<file path="src/rtl/iq_demod_accum.sv">
// iq_demod_accum: mixes signed ADC samples against the DDS sin/cos reference
// and integrates each product over a programmed sample count. The result
// leaves as one I/Q pair with a single-cycle valid pulse. Accumulators saturate
// instead of wrapping, and a sticky ovf flag records any saturation in the run.
module iq_demod_accum #(
    parameter int DATA_W = 16,
    parameter int ACC_W  = 40,
    parameter int CNT_W  = 16
) (
    input  logic                     clk,
    input  logic                     rst,
    input  logic                     start,
    input  logic [CNT_W-1:0]         n_samples,
    input  logic signed [DATA_W-1:0] adc_data,
    input  logic                     adc_val,
    input  logic signed [DATA_W-1:0] sin_ref,
    input  logic signed [DATA_W-1:0] cos_ref,
    input  logic                     ref_val,
    output logic signed [ACC_W-1:0]  i_out,
    output logic signed [ACC_W-1:0]  q_out,
    output logic                     out_val,
    output logic                     busy,
    output logic                     ovf
);

    localparam int PW = 2 * DATA_W;

    typedef enum logic [1:0] {
        IDLE  = 2'd0,
        ACCUM = 2'd1,
        FLUSH = 2'd2,
        DONE  = 2'd3
    } state_t;

    state_t state, state_nxt;

    logic             start_ok;
    logic             accept;
    logic [CNT_W-1:0] n_lat;
    logic [CNT_W-1:0] cnt;
    logic [CNT_W-1:0] cnt_inc;
    logic             flush_cnt;
    logic             dump_pend;

    logic signed [DATA_W-1:0] adc_p0, sin_p0, cos_p0;
    logic                     vld_p0;
    logic signed [PW-1:0]     prod_i_p1, prod_q_p1;
    logic                     vld_p1;
    logic signed [ACC_W-1:0]  acc_i_p2, acc_q_p2;

    logic signed [ACC_W-1:0]  ext_i, ext_q;
    logic signed [ACC_W:0]    sum_i, sum_q;

    // One guard bit above the accumulator width: overflow shows as the top two
    // bits disagreeing.
    function automatic logic sat_hit(input logic signed [ACC_W:0] s);
        return s[ACC_W] != s[ACC_W-1];
    endfunction

    function automatic logic signed [ACC_W-1:0] sat_clip(input logic signed [ACC_W:0] s);
        logic signed [ACC_W-1:0] r;
        if (!sat_hit(s)) begin
            r = s[ACC_W-1:0];
        end else if (s[ACC_W]) begin
            r = {1'b1, {(ACC_W-1){1'b0}}};
        end else begin
            r = {1'b0, {(ACC_W-1){1'b1}}};
        end
        return r;
    endfunction

    // Next-state decode; also flags accepted starts and accepted sample pairs.
    always_comb begin
        state_nxt = state;
        start_ok  = 1'b0;
        accept    = 1'b0;
        cnt_inc   = cnt + 1'b1;
        case (state)
            IDLE, DONE: begin
                if (start) begin
                    start_ok  = 1'b1;
                    state_nxt = (n_samples == '0) ? DONE : ACCUM;
                end
            end
            ACCUM: begin
                if (adc_val && ref_val) begin
                    accept = 1'b1;
                    if (cnt_inc == n_lat) begin
                        state_nxt = FLUSH;
                    end
                end
            end
            FLUSH: begin
                if (flush_cnt) begin
                    state_nxt = DONE;
                end
            end
            default: state_nxt = IDLE;
        endcase
    end

    // State register, sample counter, flush timer and the pending-dump flag.
    always_ff @(posedge clk) begin
        if (rst) begin
            state     <= IDLE;
            n_lat     <= '0;
            cnt       <= '0;
            flush_cnt <= 1'b0;
            dump_pend <= 1'b0;
        end else begin
            state     <= state_nxt;
            flush_cnt <= (state == FLUSH) && !flush_cnt;
            // A zero-length start issued from DONE re-enters DONE and still dumps.
            dump_pend <= (state_nxt == DONE) && ((state != DONE) || start_ok);
            if (start_ok) begin
                n_lat <= n_samples;
                cnt   <= '0;
            end else if (accept) begin
                cnt <= cnt_inc;
            end
        end
    end

    assign busy = (state == ACCUM) || (state == FLUSH);

    // ---- stage p0: capture the accepted sample and reference pair ----
    always_ff @(posedge clk) begin
        if (rst) begin
            vld_p0 <= 1'b0;
            adc_p0 <= '0;
            sin_p0 <= '0;
            cos_p0 <= '0;
        end else begin
            vld_p0 <= accept;
            if (accept) begin
                adc_p0 <= adc_data;
                sin_p0 <= sin_ref;
                cos_p0 <= cos_ref;
            end
        end
    end

    // ---- stage p1: full-precision products ----
    always_ff @(posedge clk) begin
        if (rst) begin
            vld_p1    <= 1'b0;
            prod_i_p1 <= '0;
            prod_q_p1 <= '0;
        end else begin
            vld_p1 <= vld_p0;
            if (vld_p0) begin
                prod_i_p1 <= PW'(adc_p0) * PW'(cos_p0);
                prod_q_p1 <= PW'(adc_p0) * PW'(sin_p0);
            end
        end
    end

    // Sign-extend the products and form the guarded sums for the accumulators.
    always_comb begin
        ext_i = ACC_W'(prod_i_p1);
        ext_q = ACC_W'(prod_q_p1);
        sum_i = {acc_i_p2[ACC_W-1], acc_i_p2} + {ext_i[ACC_W-1], ext_i};
        sum_q = {acc_q_p2[ACC_W-1], acc_q_p2} + {ext_q[ACC_W-1], ext_q};
    end

    // ---- stage p2: saturating accumulate; bubbles leave the sums untouched ----
    always_ff @(posedge clk) begin
        if (rst) begin
            acc_i_p2 <= '0;
            acc_q_p2 <= '0;
            ovf      <= 1'b0;
        end else if (start_ok) begin
            acc_i_p2 <= '0;
            acc_q_p2 <= '0;
            ovf      <= 1'b0;
        end else if (vld_p1) begin
            acc_i_p2 <= sat_clip(sum_i);
            acc_q_p2 <= sat_clip(sum_q);
            if (sat_hit(sum_i) || sat_hit(sum_q)) begin
                ovf <= 1'b1;
            end
        end
    end

    // ---- output register: load once on entry to DONE, then hold ----
    always_ff @(posedge clk) begin
        if (rst) begin
            out_val <= 1'b0;
            i_out   <= '0;
            q_out   <= '0;
        end else begin
            out_val <= dump_pend;
            if (dump_pend) begin
                i_out <= acc_i_p2;
                q_out <= acc_q_p2;
            end
        end
    end

endmodule

</file>
<file path="config.mk">
export PLATFORM = sky130hd
export DESIGN_NAME = iq_demod_accum
export DESIGN_NICKNAME = d
export VERILOG_FILES = /design/src/rtl/iq_demod_accum.sv
export SDC_FILE = /design/constraint.sdc
export NUM_CORES = 2
export LEC_CHECK = 0
export BUFFER_PORTS_ARGS = -buffer_cell sky130_fd_sc_hd__buf_4
export CAP_MARGIN = 20
export CORE_MARGIN = 3
export CORE_UTILIZATION = 35
export CTS_CLUSTER_DIAMETER = 120
export DETAILED_ROUTE_END_ITERATION = 12
export RECOVER_POWER = 25
export SETUP_SLACK_MARGIN = 0.05
export SYNTH_ARGS = -nofsm -noshare
export SYNTH_HDL_FRONTEND = slang
export SYNTH_SLANG_ARGS = --single-unit
</file>
<file path="constraint.sdc">
create_clock -name clk -period 8.6 [get_ports clk]
set_clock_uncertainty 0.15 [all_clocks]
set_input_delay 0.43 -clock clk [delete_from_list [all_inputs] [get_ports clk]]
set_output_delay 0.43 -clock clk [all_outputs]
set_load 0.01 [all_outputs]
</file>
==> flow_summary_export.csv <==
group,metric,value,unit
finish,final_util,39.6,%
yosys,mappedNetlistNets,4931,
finish,ff_latch_area,0.00626,mm2
cts,number_of_hold_buffers_added_after_cts,51,
critical_path,critical_path.startpoint_type,"flip-flop",
yosys,post_synth.cell_area_avg,8.77,um2
global_routing,grt_first_pass_wirelength,156000,um
cts,postCtsSetupRepairBufs,0,
pwr,p_int,2.78,mW
finish,fin_cells,5558,
sta,fin_hold_ws,0.0449,ns
critical_path,worstPathCellList,"nand2_1, fa_1, inv_1, fa_1, inv_1, fa_1, inv_1, fa_1, fa_1, inv_1, fa_1, inv_1, ha_1, and3_1, nand4_1, o41ai_1, o31ai_2, a21oi_1, nor2_1, a31oi_1, a2111oi_0, or4_1",
yosys,synth.ff_latch_count,312,
cts,clk_root_buffer_cell,"sky130_fd_sc_hd__clkbuf_16",
pwr,power.share.sequential,40.4,%
global_routing,grt_max_degree,80,
yosys,yosys.cell_count.top_type,"sky130_fd_sc_hd__inv_1",
cts,total_clock_sinks,312,
detailed_routing,total_wirelength,94300,um
hold_path,timing.hold.worst_path_depth,3,
sta,worst_pin_slew,3.38,ns
sta,fin_crit_sh,88.8,%
global_routing,globalRoute.totalOverflow,0,
pwr,swShare,30.3,%
detailed_routing,routed_wire_length_per_instance,17.0,um
floorplanning,die_x,326,um
run_status,run_status,"finished, violations left",
finish,finish.net_count,5016,
global_routing,vias_in_the_first_global_route,28600,
yosys,yosysTopAreaCell,"sky130_fd_sc_hd__fa_1",
floorplanning,start_util,35.6,%
cts,clk_path_buf_depth,3,
pwr,vdd_drop_max,0.128,mV
cts,tritoncts_clock_tree,"built",
sta,finalWorstPathRequiredPeriod,7.64,ns
hold_path,holdCritPathClass,"input port to flip-flop",
critical_path,path_max_fanout,25,
detailed_routing,drt_iter0_drc,1884,
flow_run,max_cap_check_violation_count,3,
pwr,power.clock.fraction,43.6,%
pwr,switchingPower,1.21,mW
critical_path,critical_path.max_stage_delay,1.04,ns
critical_path,timing.critical_path.arrival,7.93,ns
finish,number_of_antenna_diodes,0,
sta,report.final.hold_viol_count,0,
critical_path,crit_required,8.89,ns
floorplanning,core.rowCount,116,
critical_path,reg2reg_setup_slack,0.96,ns
finish,layout-area-overhead-vs-synth,11.2,%
yosys,post_synth_inst_count,4088,
finish,post_route_cells_drive_above_1_share,5.88,%
run_status,violated_checks,"max-capacitance violations, max-slew violations",
floorplanning,chipHeight,326,um
yosys,ys_seq_area_share,17.4,%
critical_path,crit_type,"flip-flop to flip-flop",
hold_path,hold-path-endpoint,"adc_p0[1]$_SDFFE_PP0P_",
yosys,async_flop_share,0,%
critical_path,timing.reg2reg.worst_path_depth,22,
sta,relSlewSlack,-125,%
floorplanning,area_of_the_die,0.106,mm2
sta,timing_max_transition_violations_final,175,
detailed_routing,detail-route-antenna-nets,0,
detailed_routing,via_per_inst,4.96,
yosys,synthDominantCellAreaShare,29.4,%
critical_path,cp_common_cell,"sky130_fd_sc_hd__fa_1",
place,place.gp.congestion,0.879,
hold_path,hold_start,"adc_data[1]",
cts,htreeDepth,2,
yosys,synth.yosys.warnings,0,
cts,cts-buffers-inserted,39,
critical_path,ff_to_ff_start,"adc_p0[6]$_SDFFE_PP0P_",
pwr,comb_power_share,16.0,%
global_routing,grtUsageTotal,18.1,%
cts,clock_latency,0.58,ns
critical_path,setup.worst_path.end_class,"flip-flop",
pwr,power.density,99.9,mW/mm2
sta,final-setup-viol-count,0,
detailed_routing,number_of_design_rule_violations_left_after_detail_routing,0,
floorplanning,floorplan.io_pins,152,
floorplanning,fp.coreArea,0.101,mm2
place,dp_cells,5438,
yosys,synth.area.top_cells,"sky130_fd_sc_hd__fa_1, sky130_fd_sc_hd__dfxtp_1, sky130_fd_sc_hd__ha_1",
yosys,post_synth_instance_area,0.0359,mm2
place,buffer_ports.inserted,151,
critical_path,critical_path.reg2reg.endpoint,"prod_i_p1[30]$_SDFFE_PP0P_",
place,total_half_perimeter_wirelength_after_legalization_and_detailed_placement,73500,um
critical_path,crit_path_top_delay_cell,"sky130_fd_sc_hd__dfxtp_1",
detailed_routing,route.vias.total,27600,
yosys,synth_cell_types,89,
detailed_routing,detailedRoute.firstPassIterationCount,5,
sta,finalSetupTns,0,ns
cts,cts.clk_slew.worst_paths,0.06,ns
sta,rsz0062_at_grt,"no",
yosys,netlist_top_cells_count,"sky130_fd_sc_hd__inv_1, sky130_fd_sc_hd__fa_1, sky130_fd_sc_hd__nand2_1, sky130_fd_sc_hd__dfxtp_1, sky130_fd_sc_hd__nor2_1",
pwr,total_leakage_power,18.5,nW
finish,final_layout_fill_cell_count,10300,
finish,multiInputGateArea,0.0266,mm2
yosys,synth_enable_flop_cells,0,
cts,post_cts_resized,0,
sta,timing.fmax,131,MHz
yosys,ys_dominant_reg_cell,"sky130_fd_sc_hd__dfxtp_1",
global_routing,antenna_found_initial,0,
==> worst max path at each step <==
stage / depth (start not counted) / from / slack [ns] / endpoint
2_1_floorplan: 24 / cos_p0[7]$_SDFFE_PP0P_ / 2.01 / prod_i_p1[30]$_SDFFE_PP0P_
3_3_place_gp: 25 / adc_p0[6]$_SDFFE_PP0P_ / 1.17 / prod_q_p1[24]$_SDFFE_PP0P_
3_5_place_dp: 22 / adc_p0[6]$_SDFFE_PP0P_ / 1.06 / prod_i_p1[30]$_SDFFE_PP0P_
4_1_cts: 22 / adc_p0[6]$_SDFFE_PP0P_ / 1.06 / prod_i_p1[30]$_SDFFE_PP0P_
5_1_grt: 22 / adc_p0[6]$_SDFFE_PP0P_ / 0.43 / prod_i_p1[30]$_SDFFE_PP0P_
6_report: 22 / adc_p0[6]$_SDFFE_PP0P_ / 0.96 / prod_i_p1[30]$_SDFFE_PP0P_
==> cell type report <==
type,instances,area share [%]
repair buffers,241,4.30
multi-input cells,2962,66.6
well taps,1357,4.26
clock buffers,54,2.89
inverters,617,5.80
clock inverters,15,0.470
flip-flops and latches,312,15.7
==> stage by stage <==
stage | setup WS [ns] | total power, mW | cell area [um2]
2_1_floorplan | 2.01 | 2.03 | 35900
3_3_place_gp | 1.17 | 2.25 | 38300
3_5_place_dp | 1.06 | 2.26 | 38300
4_1_cts | 1.06 | 4.04 | 40100
5_1_grt | 0.429 | 4.17 | 39900
6_report | 0.963 | 3.99 | 39900
==> cells in the final DEF (no fill, tap or decap), types with 14 or more instances in the layout <==
master                          synthesis  routed
sky130_fd_sc_hd__and3_1                21      20
sky130_fd_sc_hd__nand4_1               19      19
sky130_fd_sc_hd__nor2b_1               22      22
sky130_fd_sc_hd__buf_4                  0     125
sky130_fd_sc_hd__and2_1               254     254
sky130_fd_sc_hd__nand2_1              444     444
sky130_fd_sc_hd__inv_1                617     617
sky130_fd_sc_hd__ha_1                 248     248
sky130_fd_sc_hd__clkbuf_16              0      40
sky130_fd_sc_hd__xnor2_1              104     104
sky130_fd_sc_hd__nor2_1               264     263
sky130_fd_sc_hd__maj3_1                31      31
sky130_fd_sc_hd__o21ai_0              151     151
sky130_fd_sc_hd__nor3b_1               14      14
sky130_fd_sc_hd__nand2b_1              40      40
sky130_fd_sc_hd__a21oi_1              262     262
sky130_fd_sc_hd__clkbuf_1             162      68
sky130_fd_sc_hd__or3_1                 20      20
sky130_fd_sc_hd__o21a_1                17      17
sky130_fd_sc_hd__a31oi_1               22      22
sky130_fd_sc_hd__nand3_1               45      44
sky130_fd_sc_hd__dfxtp_1              312     309
sky130_fd_sc_hd__nor3_1                32      32
sky130_fd_sc_hd__dlygate4sd3_1          0      51
sky130_fd_sc_hd__a21o_1                55      55
sky130_fd_sc_hd__o21bai_1              23      23
sky130_fd_sc_hd__mux2i_1              124     124
sky130_fd_sc_hd__xor2_1                56      55
sky130_fd_sc_hd__fa_1                 526     526
sky130_fd_sc_hd__a211oi_1              15      15
==> logic make-up after synthesis <==
family | Yosys count | synth area share, %
AOI/OAI and AO/OA | 646 | 11.1
xor gates and xnor gates | 161 | 3.97
adders and majority gates | 815 | 39.2
buffers and inverters | 814 | 8.61
DFF | 312 | 17.4
muxes | 125 | 3.49
and+or+nand+nor | 1215 | 16.3
==> routing by layer <==
layer / vias up / track usage [%] / wire (um) / share of wire, %
li1: 13200 / - / - / -
met5: - / 0 / 0 / 0
met3: 84 / 2.75 / 5710 / 6.1
met1: 13700 / 26.5 / 45100 / 48
met2: 632 / 28.4 / 42100 / 45
met4: 0 / 3.20 / 1420 / 1.5
==> power by group through the flow <==
stage	Sequential, mW	Clock [mW]	Combinational, mW
floorplan	1.55	0	0.480
global placement	1.64	0	0.611
detailed placement	1.64	0	0.618
CTS	1.61	1.79	0.642
global route	1.62	1.84	0.705
finish	1.61	1.74	0.637
==> sequential cells by signal, summed over array words and instances (netlist names), 32 cells and up <==
name / cells
q_out: 40
prod_q_p1: 32
acc_i_p2: 40
acc_q_p2: 40
i_out: 40
prod_i_p1: 32
==> worst max-delay path, delay by kind of cell, from the launching register on <==
| kind | cells | cell delay (ns) |
|---|---|---|
| AND/OR/NAND/NOR | 5 | 1.29 |
| buffers and inverters | 5 | 0.26 |
| flip-flops | 1 | 1.04 |
| adder cells (fa/ha/maj) | 7 | 3.33 |
| AO/OA/AOI/OAI | 5 | 1.43 |
No activity file was read; power rests on OpenSTA's default activity.
